**src/rtl/instr_fetch_decode.sv**
```systemverilog
// Fetch/decode front end for the riscv32 datapath: reads RV32I words from a synchronous ROM,
// decodes ADD/SUB/SLT/ADDI/SLTI and holds the fields stable while the datapath executes.
module instr_fetch_decode #(
   parameter int unsigned ADDR_WIDTH  = 10,
   parameter int unsigned RESET_PC    = 0,
   parameter int unsigned HOLD_CYCLES = 3
) (
   input  logic                  clk,
   input  logic                  reset,
   output logic [ADDR_WIDTH-3:0] imem_addr,
   input  logic [31:0]           imem_data,
   input  logic                  stall,
   output logic [6:0]            opcode,
   output logic [4:0]            rd,
   output logic [4:0]            rs1,
   output logic [4:0]            rs2,
   output logic [11:0]           imm12,
   output logic                  issue,
   output logic [ADDR_WIDTH-1:0] pc,
   output logic                  halted,
   output logic                  illegal
);

   localparam int unsigned CNT_W = (HOLD_CYCLES > 1) ? $clog2(HOLD_CYCLES) : 1;

   localparam logic [6:0]  OP_RTYPE   = 7'b0110011;
   localparam logic [6:0]  OP_ITYPE   = 7'b0010011;
   localparam logic [6:0]  OPC_NOP    = 7'd0;
   localparam logic [6:0]  OPC_ADD    = 7'd1;
   localparam logic [6:0]  OPC_SUB    = 7'd2;
   localparam logic [6:0]  OPC_SLT    = 7'd3;
   localparam logic [6:0]  OPC_ADDI   = 7'd11;
   localparam logic [6:0]  OPC_SLTI   = 7'd13;
   localparam logic [31:0] ECALL_WORD = 32'h0000_0073;

   typedef enum logic [1:0] {S_FETCH, S_LATCH, S_HOLD, S_HALT} state_t;

   state_t           state;
   logic [CNT_W-1:0] hold_cnt;

   logic [6:0] f7;
   logic [2:0] f3;
   logic [6:0] op;
   logic [6:0] dec_opcode;
   logic       dec_itype;
   logic       dec_valid;

   assign imem_addr = pc[ADDR_WIDTH-1:2];

   // Decode of the ROM word presented during S_LATCH; anything unrecognised yields NOP.
   always_comb begin
      f7         = imem_data[31:25];
      f3         = imem_data[14:12];
      op         = imem_data[6:0];
      dec_opcode = OPC_NOP;
      dec_itype  = 1'b0;
      if (op == OP_RTYPE && f3 == 3'b000 && f7 == 7'b0000000) begin
         dec_opcode = OPC_ADD;
      end else if (op == OP_RTYPE && f3 == 3'b000 && f7 == 7'b0100000) begin
         dec_opcode = OPC_SUB;
      end else if (op == OP_RTYPE && f3 == 3'b010 && f7 == 7'b0000000) begin
         dec_opcode = OPC_SLT;
      end else if (op == OP_ITYPE && f3 == 3'b000) begin
         dec_opcode = OPC_ADDI;
         dec_itype  = 1'b1;
      end else if (op == OP_ITYPE && f3 == 3'b010) begin
         dec_opcode = OPC_SLTI;
         dec_itype  = 1'b1;
      end
      dec_valid = (dec_opcode != OPC_NOP);
   end

   always_ff @(posedge clk) begin
      if (reset) begin
         state    <= S_FETCH;
         pc       <= ADDR_WIDTH'(RESET_PC);
         hold_cnt <= '0;
         opcode   <= OPC_NOP;
         rd       <= '0;
         rs1      <= '0;
         rs2      <= '0;
         imm12    <= '0;
         issue    <= 1'b0;
         halted   <= 1'b0;
         illegal  <= 1'b0;
      end else begin
         issue <= 1'b0;
         case (state)
            S_FETCH: state <= S_LATCH;
            S_LATCH: begin
               if (dec_valid) begin
                  opcode   <= dec_opcode;
                  rd       <= imem_data[11:7];
                  rs1      <= imem_data[19:15];
                  rs2      <= dec_itype ? 5'd0 : imem_data[24:20];
                  imm12    <= dec_itype ? imem_data[31:20] : 12'd0;
                  hold_cnt <= CNT_W'(HOLD_CYCLES - 1);
                  issue    <= 1'b1;
                  state    <= S_HOLD;
               end else begin
                  // ECALL and illegal words both halt; only the latter flags illegal.
                  opcode  <= OPC_NOP;
                  rd      <= '0;
                  rs1     <= '0;
                  rs2     <= '0;
                  imm12   <= '0;
                  halted  <= 1'b1;
                  illegal <= (imem_data != ECALL_WORD);
                  state   <= S_HALT;
               end
            end
            S_HOLD: begin
               if (!stall) begin
                  if (hold_cnt == '0) begin
                     pc    <= pc + ADDR_WIDTH'(4);
                     state <= S_FETCH;
                  end else begin
                     hold_cnt <= hold_cnt - CNT_W'(1);
                  end
               end
            end
            S_HALT:  state <= S_HALT;
            default: state <= S_HALT;
         endcase
      end
   end

endmodule
```
**config.mk**
```make
export PLATFORM = sky130hd
export DESIGN_NAME = instr_fetch_decode
export DESIGN_NICKNAME = d
export VERILOG_FILES = /design/src/rtl/instr_fetch_decode.sv
export SDC_FILE = /design/constraint.sdc
export NUM_CORES = 1
export LEC_CHECK = 0
export BUFFER_PORTS_ARGS = -buffer_cell sky130_fd_sc_hd__buf_2
export CORE_ASPECT_RATIO = 2
export CORE_MARGIN = 8
export CORE_UTILIZATION = 43
export CTS_CLUSTER_SIZE = 20
export DETAILED_ROUTE_END_ITERATION = 10
export GPL_TIMING_DRIVEN = 0
export PLACE_DENSITY_LB_ADDON = 0.3
export SYNTH_ARGS = -nofsm -noshare
export SYNTH_HDL_FRONTEND = slang
export SYNTH_SLANG_ARGS = --single-unit
```
**constraint.sdc**
```tcl
create_clock -name clk -period 2.9 [get_ports clk]
set_input_delay 0.145 -clock clk [delete_from_list [all_inputs] [get_ports clk]]
set_output_delay 0.145 -clock clk [all_outputs]
set_load 0.01 [all_outputs]
```
# ---- Word level (Yosys, flattened, before mapping)
# Cells that the tools add are included.
dict set report op_classes {
  div_mod_pow 0
  n_mux 26
  reduce_logical 18
  eq_ne 12
  add_sub_neg 2
  n_bitwise 3
  magnitude_cmp 0
  n_shift 0
  multipliers 0
}
# operator count
set op_table {}
lappend op_table {{inequality test 32 x 7 -> 1 bit (second input constant)} 1}
lappend op_table {{2-to-1 mux 12 bit} 2}
lappend op_table {{2-to-1 mux 4 bit} 5}
lappend op_table {{2-to-1 mux 5 bit} 4}
lappend op_table {{equality test 7 x 6 -> 1 bit (second input constant)} 2}
lappend op_table {{adder 10 x 3 -> 10 bit (second input constant)} 1}
lappend op_table {{2-to-1 mux 2 bit} 5}
lappend op_table {{inequality test 2 bit (second input constant)} 4}
lappend op_table {{one-hot mux 2 bit (4 select lines)} 1}
lappend op_table {{equality test 7 x 5 -> 1 bit (second input constant)} 1}
lappend op_table {{logical AND 1 bit} 7}
lappend op_table {{logical NOT 7 bit} 1}
lappend op_table {{2-to-1 mux 1 bit} 7}
lappend op_table {{2-to-1 mux 7 bit} 1}
lappend op_table {{nonzero test 7 bit} 1}
lappend op_table {{equality test 2 bit (second input constant)} 2}
lappend op_table {{logical NOT 2 bit} 2}
lappend op_table {{one-hot mux 2 bit (2 select lines)} 1}
lappend op_table {{AND reduction 2 bit} 2}
lappend op_table {{AND reduction 4 bit} 1}
lappend op_table {{equality test 3 x 2 -> 1 bit (second input constant)} 1}
lappend op_table {{logical NOT 3 bit} 1}
lappend op_table {{NOT 1 bit} 3}
lappend op_table {{AND reduction 3 bit} 1}
lappend op_table {{other kinds (4)} 4}
dict set report totals {
  in_bits 35
  elab_cells 72
  memories 0
  mem_bits_rw 0
  mem_bits_ro 0
  register_bits 51
  output_inout_bits 55
  latch_bits 0
}

# ---- Depth between registers and ports, before layout
dict set report logic_depth {
  word_depth 10
  mapped_depth 7
  mapped_depth_nobuf 6
}

# ---- Worst setup path after synthesis
# OpenSTA, ideal clock, no wires.
dict set report synth_timing {
  kind {reg-to-reg}
  start {register state[1]}
  end {register hold_cnt[0]}
  period_less_slack_ps 1557
  t_required_ps 2783
  arrival_ps 1440
  path_slack_ps 1343
  stages_incl_launch_ff 5
  setup_time_ps 117
  n_path_buf 1
  path_cell_list {dfxtp_1 > nand2b_1 > clkbuf_1 > or4_4 > a22o_2}
}
dict set report synth_between {
  elab_chain_len 3
  word_cells_on_any_way 8
  classes_between {5 x eq/ne; 1 x mux; 2 x reduce/logical}
}
# item line
set synth_rtl {}
lappend synth_rtl {{start, declared} 38} ;# state_t state;
lappend synth_rtl {{start signal, assigned} 75} ;# state <= S_FETCH;
lappend synth_rtl {{start signal, assigned} 89} ;# S_FETCH: state <= S_LATCH;
lappend synth_rtl {{start signal, assigned} 99} ;# state <= S_HOLD;
lappend synth_rtl {{equality test 2 bit / equality test 2 x 1 -> 1 bit (equally long branches)} 88} ;# case (state)
lappend synth_rtl {{inequality test 2 bit (no line) / nonzero test 2 bit (equally long branches)} --}
lappend synth_rtl {{AND reduction 4 bit (no line)} --}
lappend synth_rtl {{end signal, assigned} 97} ;# hold_cnt <= CNT_W'(HOLD_CYCLES - 1);
lappend synth_rtl {{end signal, assigned} 118} ;# hold_cnt <= hold_cnt - CNT_W'(1);
lappend synth_rtl {{end, declared} 39} ;# logic [CNT_W-1:0] hold_cnt;
# Parallel ways exist; a longest one is shown, timed or not.
# A chain may end at the register's enable or synchronous reset.

# ---- Final worst setup path
dict set report layout_timing {
  start {register hold_cnt[0]}
  end {register pc[8]}
}
dict set report layout_between {
  elab_chain_len 2
}
# item line
set layout_rtl {}
lappend layout_rtl {{logical NOT 2 bit} 114} ;# if (hold_cnt == '0) begin
lappend layout_rtl {{AND reduction 3 bit (no line)} --}
lappend layout_rtl {{end signal, assigned} 76} ;# pc <= ADDR_WIDTH'(RESET_PC);
lappend layout_rtl {{end signal, assigned} 115} ;# pc <= pc + ADDR_WIDTH'(4);
lappend layout_rtl {{end, declared} 19} ;# output logic [ADDR_WIDTH-1:0] pc,
# No other way between the ends.

==> impl_metrics.ini <==
[floorplan]
fp.dieW_um = 65.5
row_count = 36
floorplan.initialDensity_pct = 44.1
core_area_um2 = 4770
die_y_um = 115
ioPinCount = 90
die_area_um2 = 7520

[outcome]
status = completed

[cells_and_area]
num_antenna_cells = 0
nets = 359
n_fill_cell = 497
areaGrowthSynthToFinish_pct = 27.6
drive_gt1_share_pct = 38.8

[critical_path]
cp_max_fo = 8
start_kind = flop
end_kind = flop
critPathArrivalTime_ns = 1.94
criticalPathCategory = reg2reg
crit_required_ns = 3.08

[worst_hold_path]
hold_path_class = in2reg

[clocking]
clk_latency_ns = 0.30
cts-root-buf = clkbuf_8
cts_buffers = 5
clk_pin_slew_worst_paths_ns = 0.08
post-cts-setup-buffer-count = 0
cts_tree = built
cts_resized = 0
clkSinkCount = 46
h-tree-depth = 2
hold_buffers = 0
cts_buffer_depth = 2

[sta]
hold_slack_ns = 0.110
min_period_over_period_pct = 60.9
hold_viol = 0
post-route-min-period_ns = 1.77
slew_viol_final = 0
worstMarginPinSlew_ns = 0.509
slew_headroom_pct = 66.0
fmax_mhz = 566
fin_skew_ns = 0.00627
timing.setup.tns_ns = 0
rsz0062_at_grt = no
finalSetupViolCount = 0
final.setup.worst_slack_ns = 1.13

[yosys]
synth_edf_count = 0
syn_area_um2 = 2100
ys_ff_latch = 46
syn_inst = 228
ys_seq_area_share_pct = 43.8
ys_warn_count = 0
ys.flop_type = dfxtp_1
avgSynthCellArea_um2 = 9.23
ys_types = 42
async_reset_ff_share_pct = 0

[detailed_routing]
dr.first_iter.drc_count = 44
wl_per_cell_um = 15.0
routed_wl_um = 5700
vias = 1972
post-route-drc-count = 0
ant_nets = 0
dr.pass1.iters = 4
drt-vias-per-instance = 5.20

[place]
gp_congestion = 0.848
port_buffers = 83
dp_slack_ns = 1.13
post-dp-hpwl_um = 4590

[power_and_ir_drop]
power_density_nw_per_um2 = 419
p_leak_nw = 1.22
p_total_mw = 1.12
peakVddDrop_v = 0.000372

[global_route]
grt_start_max_net_pins = 14
first_global_vias = 2050
antenna_found_initial = 0
grt_pass1_wl_um = 9290
overflow = 0
grt_usage_pct = 15.3

[job]
cap_violations = 0
-- routing by layer --
layer | GRT usage, % | vias to the layer above | share of wire, %
met3 | 6.24 | 6 | 9.1
met4 | 5.72 | 0 | 1.4
met1 | 15.5 | 923 | 39
li1 | - | 982 | -
met2 | 26.8 | 61 | 50
met5 | 0 | - | 0
-- final timing paths --
check	start	depth (start not counted)	slack (ns)	to
max	hold_cnt[0]$_SDFFE_PP0P_	7	1.13	pc[8]$_SDFFE_PP0P_
min	imem_data[17]	3	0.11	rs1[2]$_SDFFE_PP0P_
max reg2reg	hold_cnt[0]$_SDFFE_PP0P_	7	1.13	pc[8]$_SDFFE_PP0P_
min reg2reg	rs2[2]$_SDFFE_PP0P_	2	0.46	rs2[2]$_SDFFE_PP0P_
-- area by class of cell --
type	instances	area (um2)	share of cell area, %
plain buffers	27	161	6.01
clock buffers	6	72.6	2.70
clock inverters	1	7.51	0.279
inverters	5	18.8	0.699
multi-input cells	154	1020	37.9
flip-flops and latches	46	921	34.3
well taps	57	71.3	2.65
repair buffers	83	415	15.5
-- power by group --
part	total (mW)	internal, mW	switching (mW)
sequential	0.641	0.637	0.00464
combinational	0.117	0.0468	0.0699
clock	0.367	0.165	0.201
-- state kept, by name (all words and copies together) (netlist names) --
name / cells
halted: 1
state: 2
pc: 8
hold_cnt: 2
rd: 5
imm12: 12
issue: 1
opcode: 4
rs2: 5
rs1: 5
illegal: 1
-- worst max-delay path: stages, from the launching register on --
cell	delay, ns
dfxtp_1	0.32
inv_1	0.07
ha_1	0.18
nor4bb_1	0.35
clkbuf_1	0.34
nand4_1	0.16
xor2_1	0.17
nor2_1	0.06
-- cell families after synthesis --
| logic type | count (synthesis) | share of synthesized area (%) |
|---|---|---|
| AO/OA/AOI/OAI | 42 | 14.5 |
| XOR/XNOR | 7 | 2.91 |
| adder cells (fa/ha/maj) | 2 | 1.19 |
| buffers and inverters | 32 | 8.56 |
| flip-flops | 46 | 43.8 |
| multiplexers | 2 | 0.951 |
| other | 1 | 0.178 |
| AND/OR/NAND/NOR | 96 | 27.9 |
-- synth_stat cells, types with 5 or more instances --
cell	count	area [um2]
dfxtp_1	46	921
nor2_1	26	97.6
buf_4	14	105
a22oi_1	13	97.6
nand2b_1	13	81.3
clkbuf_1	12	45.0
a21oi_1	11	55.1
nand3b_1	10	75.1
o21ai_2	10	87.6
nand2_1	8	30.0
nor4_1	7	43.8
nand3_1	6	30.0
xor2_1	6	52.6
inv_1	5	18.8
nand4_1	5	31.3
-- through the flow --
stage / instances / cell area, um2 / util [%]
global placement: 372 / 2610 / 54.6
CTS: 379 / 2690 / 56.3
finish: 379 / 2690 / 56.3
global route: 379 / 2690 / 56.3
detailed placement: 372 / 2610 / 54.6
floorplan: 232 / 2120 / -
-- placed cells by master (no fill, tap or decap), types with 5 or more instances in the layout --
| master | Yosys | final |
|---|---|---|
| nand2b_1 | 13 | 13 |
| nor4_1 | 7 | 7 |
| clkbuf_8 | 0 | 5 |
| dfxtp_1 | 46 | 46 |
| inv_1 | 5 | 5 |
| nand3_1 | 6 | 6 |
| clkbuf_1 | 12 | 13 |
| conb_1 | 1 | 5 |
| a22oi_1 | 13 | 13 |
| nor2_1 | 26 | 26 |
| xor2_1 | 6 | 6 |
| buf_2 | 0 | 83 |
| nand4_1 | 5 | 5 |
| buf_4 | 14 | 14 |
| nand2_1 | 8 | 8 |
| nand3b_1 | 10 | 10 |
| o21ai_2 | 10 | 10 |
| a21oi_1 | 11 | 11 |
Note: power is estimated with default switching activity, not from simulation.
